## config.mk

```make
export PLATFORM = sky130hd
export DESIGN_NAME = jet_readout_sched
export DESIGN_NICKNAME = d
export VERILOG_FILES = /design/src/rtl/jet_readout_sched.sv
export SDC_FILE = /design/constraint.sdc
export NUM_CORES = 1
export LEC_CHECK = 0
export ABC_CLOCK_PERIOD_IN_PS = 8200
export CORE_AREA = 10 10 305 307
export CTS_CLUSTER_DIAMETER = 40
export CTS_CLUSTER_SIZE = 24
export DETAILED_ROUTE_END_ITERATION = 6
export DIE_AREA = 0 0 315 317
export SETUP_SLACK_MARGIN = 0.05
export SLEW_MARGIN = 20
export SYNTH_ARGS = -nofsm -noshare
export SYNTH_HDL_FRONTEND = slang
export SYNTH_SLANG_ARGS = --single-unit
```

## constraint.sdc

```tcl
create_clock -name clk -period 8.2 [get_ports clk]
set_input_delay 1.23 -clock clk [delete_from_list [all_inputs] [get_ports clk]]
set_output_delay 1.23 -clock clk [all_outputs]
set_load 0.005 [all_outputs]
```

## src/rtl/jet_readout_sched.sv

```systemverilog
// jet_readout_sched: snapshots per-slice cluster counts, walks the merge memories and streams phi-tagged jets; define JET_SCHED_ZERO_ET_FILTER_EN to drop zero-et jets.
module jet_readout_sched #(
    parameter int NSLICE     = 27,
    parameter int PHI_W      = 5,
    parameter int RD_LAT     = 2,
    parameter int FIFO_DEPTH = 4
) (
    input  logic                 clk,
    input  logic                 reset,
    input  logic                 start,
    input  logic [5*NSLICE-1:0]  nclust_bus,
    input  logic [23*NSLICE-1:0] jet_bus,
    output logic [4:0]           jet_addr,
    output logic                 merge_clr,
    output logic [22:0]          out_jet,
    output logic [PHI_W-1:0]     out_phi,
    output logic                 out_valid,
    input  logic                 out_ready,
    output logic                 busy,
    output logic                 done,
    output logic                 overrun
);
    localparam int FW = $clog2(FIFO_DEPTH);
    localparam int CW = $clog2(FIFO_DEPTH + 1);
    localparam int IW = $clog2(RD_LAT + 1);
    localparam int EW = 23 + PHI_W;

    typedef enum logic [1:0] {IDLE, ISSUE, DRAIN, CLEAR} state_t;

    state_t           state_q, state_d;
    logic [4:0]       nclust_q [NSLICE];
    logic [4:0]       nclust_d [NSLICE];
    logic [PHI_W-1:0] s_q, s_d;
    logic [4:0]       a_q, a_d;
    logic [RD_LAT-1:0] tag_vld_q, tag_vld_d;
    logic [PHI_W-1:0] tag_q [RD_LAT];
    logic [PHI_W-1:0] tag_d [RD_LAT];
    logic [EW-1:0]    fifo_q [FIFO_DEPTH];
    logic [EW-1:0]    fifo_d [FIFO_DEPTH];
    logic [FW-1:0]    wr_ptr_q, wr_ptr_d, rd_ptr_q, rd_ptr_d;
    logic [CW-1:0]    count_q, count_d;
    logic             overrun_q, overrun_d;
    logic [IW-1:0]    inflight;
    logic [4:0]       cur;
    logic [22:0]      ret_jet;
    logic             issue, wr, pop, credit, last_s;

    // Read-return capture, FIFO bookkeeping, credit-gated issue and the readout FSM.
    always_comb begin
        inflight = '0;
        for (int i = 0; i < RD_LAT; i++) inflight = inflight + IW'(tag_vld_q[i]);
        ret_jet = '0;
        for (int k = 0; k < NSLICE; k++)
            if (tag_q[RD_LAT-1] == PHI_W'(k)) ret_jet = jet_bus[23*k +: 23];
`ifdef JET_SCHED_ZERO_ET_FILTER_EN
        wr = tag_vld_q[RD_LAT-1] && ret_jet[8:0] != 9'd0;
`else
        wr = tag_vld_q[RD_LAT-1];
`endif
        out_valid = count_q != '0;
        pop = out_valid && out_ready;
        {out_phi, out_jet} = out_valid ? fifo_q[rd_ptr_q] : '0;
        fifo_d = fifo_q;
        if (wr) fifo_d[wr_ptr_q] = {tag_q[RD_LAT-1], ret_jet};
        wr_ptr_d = wr_ptr_q + FW'(wr);
        rd_ptr_d = rd_ptr_q + FW'(pop);
        count_d = count_q + CW'(wr) - CW'(pop);
        cur = nclust_q[s_q];
        last_s = s_q == PHI_W'(NSLICE - 1);
        // Reads in flight plus buffered words never exceed the FIFO, so returns always fit.
        credit = int'(inflight) + int'(count_q) < FIFO_DEPTH;
        issue = state_q == ISSUE && cur != 5'd0 && credit;
        jet_addr = issue ? a_q : 5'h1f;
        state_d = state_q;
        s_d = s_q;
        a_d = a_q;
        nclust_d = nclust_q;
        case (state_q)
            IDLE: if (start) begin
                state_d = ISSUE;
                s_d = '0;
                a_d = '0;
                for (int k = 0; k < NSLICE; k++) nclust_d[k] = nclust_bus[5*k +: 5];
            end
            ISSUE: if (cur == 5'd0 || (issue && a_q == cur - 5'd1)) begin
                s_d = s_q + PHI_W'(1);
                a_d = '0;
                if (last_s) state_d = DRAIN;
            end else if (issue) a_d = a_q + 5'd1;
            DRAIN: if (inflight == '0 && count_q == CW'(pop)) state_d = CLEAR;
            default: state_d = IDLE;
        endcase
        tag_vld_d[0] = issue;
        tag_d[0] = s_q;
        for (int i = 1; i < RD_LAT; i++) begin
            tag_vld_d[i] = tag_vld_q[i-1];
            tag_d[i] = tag_q[i-1];
        end
        overrun_d = overrun_q || (start && state_q != IDLE);
        busy = state_q != IDLE;
        done = state_q == CLEAR;
        merge_clr = done;
        overrun = overrun_q;
    end

    // Control state with synchronous reset; flushing pointers and tag valids empties the pipeline.
    always_ff @(posedge clk) begin
        if (reset) begin
            state_q   <= IDLE;
            tag_vld_q <= '0;
            wr_ptr_q  <= '0;
            rd_ptr_q  <= '0;
            count_q   <= '0;
            overrun_q <= 1'b0;
        end else begin
            state_q   <= state_d;
            tag_vld_q <= tag_vld_d;
            wr_ptr_q  <= wr_ptr_d;
            rd_ptr_q  <= rd_ptr_d;
            count_q   <= count_d;
            overrun_q <= overrun_d;
        end
    end

    // Payload registers; only meaningful while qualified by state or valid bits.
    always_ff @(posedge clk) begin
        nclust_q <= nclust_d;
        s_q      <= s_d;
        a_q      <= a_d;
        tag_q    <= tag_d;
        fifo_q   <= fifo_d;
    end
endmodule

```

==> metrics.yaml, run 1 <==
critPathBufInv: 0
hp-class: "register to register"
finalSetupViolCount: 0
worst_r2r_startpoint: "tag_q[1]"
power.share.sequential: 0.261
drive_gt1_frac: 0.106
hold_viol: 0
antenna_found_initial: 55
fp.dieH_um: 317
fin_util: 0.312
cts_resized: 0
status: "finished, violations left"
synth_adder_area_share: 0.0148
synth_top_family_by_area: "compound AO/OA/AOI/OAI gates"
die-area_mm2: 0.0999
fin_cells: 3394
synth_cell_types: 75
rows: 108
start_util: 0.181
cp_max_fo: 44
clkSlewWorstSetupHoldPaths_ns: 0.06
multiInputGateArea_mm2: 0.00714
crit_type: "register to register"
peakVddDrop_mv: 0.196
dpl.hpwl_mm: 96.6
postRouteAntennaNets: 0
hold_buffers: 0
worst_slack_ns: 2.71
dp_cells: 3272
tightest_slew_ns: 1.23
cts_buffer_depth: 3
via_count: 16724
yosysWarnings: 0
startpoint: "tag_q[1]"
clkSinkCount: 279
final_cell_mix: "clkdlybuf4s50_1, edfxtp_1, nor2_1"
synth_edf_count: 257
overflow: 0
min-delay-start: "tag_d[3]"
area_growth_pct: 71.9
drv_cap: 0
drt_pass1_iterations: 7
post-place-ws_ns: 2.34
final_common_cell: "clkdlybuf4s50_1"
finalPower_uw: 8880
placeableCoreArea_mm2: 0.0866
max_freq_ghz: 0.182
synthMuxAreaShare: 0.0970
insertion_delay_ns: 0.59
synth_compound_area_frac: 0.201
nets: 2950
ys_ff_latch: 279
ff_latch_area_mm2: 0.00816
wl_per_cell_um: 34.2
grt_usage: 0.221
p_int_uw: 5060
grt_pass1_wl_mm: 152
clock_skew_ns: 0.0302
final.setup.tns_ns: 0
grt_max_degree: 70
gp_congestion: 1.00
critical_path.cell_chain: "nand2b_1 > nor2_1 > a222oi_1 > a211oi_2 > nor2_1 > o21ai_0 > a211oi_1 > o21ai_0"
ys.flop_type: "edfxtp_1"
cts_tree: "yes"
fin_crit_sh: 0.669
power_density_mw_per_mm2: 329
clock_power_share: 0.236
async_reset_ff_frac: 0
fillCellCount: 8903
synthSimpleGateAreaFrac: 0.128
syn_area_mm2: 0.0157
drt_iter0_drc: 2155
rsz0062_at_grt: "false"
synth_area_per_cell_um2: 11.5
min_period_ns: 5.49
drcViolationCount: 2
switchingPower_uw: 3820
crit_family: "compound AO/OA/AOI/OAI gates"
worst_ep_required_time_ns: 8.44
slew_viol_final: 0
synth_xor_area_frac: 0.00725
numPortBuffers: 797
cp-start-kind: "register"
worst_setup_path_end_kind: "register"
cts_root_buf: "clkbuf_16"
h-tree-depth: 2
cts-buffers-inserted: 53
ios: 798
grt_pass1_vias: 17150
synth.net_count: 2144
drt_wl_total_mm: 116
cp_slowest_cell: "dfxtp_2"
die_x_um: 315
synth-seq-area-share: 0.519
cts_setup_buffers: 0
critPathMaxStageDelay_ns: 0.92
power_leakage_uw: 0.00913
arrival_ns: 5.73
slew_headroom: 0.157
pwr-share-comb: 0.503
synthCells: 1366
violations: "design-rule violations"
via_per_inst: 4.93
p_sw_frac: 0.431
per-stage QoR:
stage | hold WS [ns] | cell area [µm²]
floorplan | 0.310 | 15700
global placement | 0.316 | 25200
detailed placement | 0.316 | 25200
CTS | 0.330 | 27000
global route | 0.349 | 27000
finish | 0.329 | 27000
registers in the layout, summed over array words and instances, names as in the netlist:
name,flops
a_q,5
s_q,5
wr_ptr_q,2
tag_d,5
fifo_q,112
tag_q,5
count_q,3
nclust_q,135
rd_ptr_q,2
state_q,2
overrun,1
tag_vld_q,2
power groups by stage:
stage	registers (µW)	clock network, µW	logic, µW
finish	2320	2100	4460
global route	2350	2220	4710
CTS	2320	2150	4490
detailed placement	2350	0	4460
global placement	2350	0	4460
floorplan	2240	0	2280
worst register-to-register path, cell delays in order, from the launching register on:
cell	delay, ns
dfxtp_2	0.92
nand2b_1	0.50
nor2_1	0.86
a222oi_1	0.28
a211oi_2	0.75
nor2_1	0.13
o21ai_0	0.49
a211oi_1	0.39
o21ai_0	0.81
cell type report:
class                   count  area share
repair buffers            847       0.309
inverters                  22     0.00306
clock buffers              53      0.0491
clock inverters            46      0.0164
multi-input cells         969       0.264
diodes                     23     0.00213
well taps                1155      0.0535
flip-flops and latches    279       0.302
synth_stat cells (all sizes together) (35+ instances only):
| cell | count | area [µm²] |
|---|---|---|
| a21oi | 77 | 389 |
| nand3 | 51 | 255 |
| mux4 | 52 | 1190 |
| nor2b | 49 | 309 |
| clkbuf | 70 | 263 |
| edfxtp | 257 | 7720 |
| nor2 | 103 | 387 |
| nand2 | 79 | 297 |
| o22ai | 76 | 475 |
| nor3 | 35 | 175 |
| o21ai | 62 | 322 |
| a22oi | 81 | 608 |
logic make-up after synthesis:
kind of cell | Yosys count
AND/OR/NAND/NOR | 401
adder cells (fa/ha/maj) | 18
AO/OA/AOI/OAI | 452
flip-flops | 279
XOR/XNOR | 13
multiplexers | 85
buffers and inverters | 118
final timing paths:
check / endpoint / slack, ns / depth (start not counted)
min reg2reg: tag_q[3] / 0.33 / 0
max reg2reg: fifo_q[2] / 2.71 / 8
min: tag_q[3] / 0.33 / 0
max: fifo_q[2] / 2.71 / 8
layer usage:
| layer | wire, µm | track usage | vias up |
|---|---|---|---|
| met1 | 44200 | 0.262 | 8262 |
| met4 | 3090 | 0.0649 | 36 |
| met5 | 208 | 0 | - |
| met2 | 55700 | 0.368 | 1029 |
| met3 | 12900 | 0.0834 | 166 |
| li1 | - | - | 7231 |
(Power assumes the default switching activity.)
==> run 2: changes to the inputs <==
--- a/config.mk
+++ b/config.mk
@@ -5,12 +5,12 @@
 export SDC_FILE = /design/constraint.sdc
 export NUM_CORES = 1
 export LEC_CHECK = 0
-export ABC_CLOCK_PERIOD_IN_PS = 8200
-export CORE_AREA = 10 10 305 307
+export ABC_CLOCK_PERIOD_IN_PS = 5350
+export CORE_AREA = 10 10 303 305
 export CTS_CLUSTER_DIAMETER = 40
 export CTS_CLUSTER_SIZE = 24
 export DETAILED_ROUTE_END_ITERATION = 6
-export DIE_AREA = 0 0 315 317
+export DIE_AREA = 0 0 313 315
 export SETUP_SLACK_MARGIN = 0.05
 export SLEW_MARGIN = 20
 export SYNTH_ARGS = -nofsm -noshare
==> constraint.sdc (replaced) <==
create_clock -name clk -period 5.35 [get_ports clk]
set_input_delay 0.8025 -clock clk [delete_from_list [all_inputs] [get_ports clk]]
set_output_delay 0.8025 -clock clk [all_outputs]
set_load 0.005 [all_outputs]
==> metrics.yaml, run 2 (synthesis results as in run 1) <==
wl_met3_mm: 13.7
cp_slowest_cell: "edfxtp_1"
via_count: 17007
power_density_mw_per_mm2: 508
largest_reg_flops: 135
multiInputGateArea_mm2: 0.00713
critPathMaxStageDelay_ns: 0.64
max_freq_ghz: 0.209
cp-start-kind: "register"
drv_cap: 0
dpl.hpwl_mm: 101
met1_length_mm: 45.6
area_growth_pct: 73.5
finalPower_uw: 13900
ios: 798
cts_tree: "yes"
placeableCoreArea_mm2: 0.0859
highest-signal-layer: "met5"
min_period_ns: 4.80
start_util: 0.183
grt_pass1_vias: 17334
power_leakage_uw: 0.00929
ff_latch_area_mm2: 0.00816
numPortBuffers: 797
final_common_cell: "clkdlybuf4s50_1"
grt_pass1_wl_mm: 156
final_cell_mix: "clkdlybuf4s50_1, edfxtp_1, nor2_1"
hp-class: "register to register"
top_register: "nclust_q"
slew_headroom: 0.305
tightest_slew_ns: 1.04
postRouteAntennaNets: 0
fin_crit_sh: 0.896
fillCellCount: 8929
h-tree-depth: 2
rsz0062_at_grt: "false"
grt_usage: 0.230
finalSetupViolCount: 0
peakVddDrop_mv: 0.283
via_per_inst: 4.99
worst_setup_path_end_kind: "primary output"
overflow: 0
drt_wl_total_mm: 119
violations: "design-rule violations"
clkSinkCount: 279
slew_viol_final: 0
fp.dieH_um: 315
hold_ws_ns: 0.325
dr_wl_met2_mm: 56.4
crit_type: "register to primary output"
critical_path.cell_chain: "buf_4 > mux2_2 > a22o_1 > a221o_1 > nor3_1 > nand3_1 > o21ai_4 > or3_1 > clkdlybuf4s50_1"
drive_gt1_frac: 0.110
wl_per_cell_um: 35.0
hold_viol: 0
drt_pass1_iterations: 7
critPathBufInv: 2
drt_iter0_drc: 2007
die-area_mm2: 0.0986
insertion_delay_ns: 0.58
die_x_um: 313
cts_setup_buffers: 0
drcViolationCount: 9
antenna_found_initial: 59
gp_congestion: 1.05
clock_skew_ns: 0.0158
cts-buffers-inserted: 52
worst_ep_required_time_ns: 4.55
status: "finished, violations left"
cp_max_fo: 11
cts_buffer_depth: 3
largestRegisters: "nclust_q: 135 flops, fifo_q: 112 flops"
final.setup.tns_ns: 0
grt_max_degree: 136
rows: 108
clkSlewWorstSetupHoldPaths_ns: 0.05
hold_buffers: 0
arrival_ns: 3.99
cts_root_buf: "clkbuf_16"
cts_resized: 0
crit_family: "compound AO/OA/AOI/OAI gates"
nets: 2965
## run 2: cell count changes in the layout (fill, tap and decap cells not counted), moves of 2 or more
cell / previous run / this run
bufinv_16: 2 / 8
clkinv_8: 3 / 1
inv_6: 8 / 10
nor3_2: 7 / 5
clkinv_2: 9 / 7
inv_8: 4 / 7
buf_4: 50 / 64
clkinvlp_4: 10 / 4
nor3_1: 28 / 30
## run 2: layer usage
| metal | vias to the layer above | track usage |
|---|---|---|
| met5 | - | 0 |
| met4 | 42 | 0.0640 |
| met3 | 201 | 0.0915 |
| met2 | 1142 | 0.382 |
| met1 | 8359 | 0.271 |
| li1 | 7263 | - |
## run 2: power breakdown
part | internal (µW) | switching [µW] | leakage, µW | total (µW)
Combinational | 2630 | 4120 | 0.00578 | 6740
Clock | 2270 | 1230 | 0.000919 | 3500
Sequential | 3230 | 373 | 0.00259 | 3610
Total | 8130 | 5720 | 0.00929 | 13900
## run 2: per-stage QoR
step / area, µm² / util / worst slack (ns) / instances
CTS: 27200 / 0.317 / 0.509 / 3386
finish: 27300 / 0.317 / 0.554 / 3409
global placement: 25300 / 0.294 / 1.04 / 3287
detailed placement: 25300 / 0.295 / 0.916 / 3288
global route: 27200 / 0.317 / 0.356 / 3404
floorplan: 15700 / - / 0.0738 / 1366
## run 2: path summary, 6_finish.rpt
check	end	cells past startpoint	start	slack [ns]
hold / removal	tag_q[1]	0	tag_d[1]	0.32
setup / recovery	jet_addr[2]	9	s_q[2]	0.55
hold reg to reg	tag_q[1]	0	tag_d[1]	0.32
setup reg to reg	fifo_q[66]	10	tag_q[1]	0.79
## run 2: final cells by class
cell class / count / share of cell area
inverters: 22 / 0.00303
diodes: 23 / 0.00211
clock buffers: 55 / 0.0497
repair buffers: 863 / 0.312
flip-flops and latches: 279 / 0.299
multi-input cells: 969 / 0.261
well taps: 1155 / 0.0530
clock inverters: 43 / 0.0193
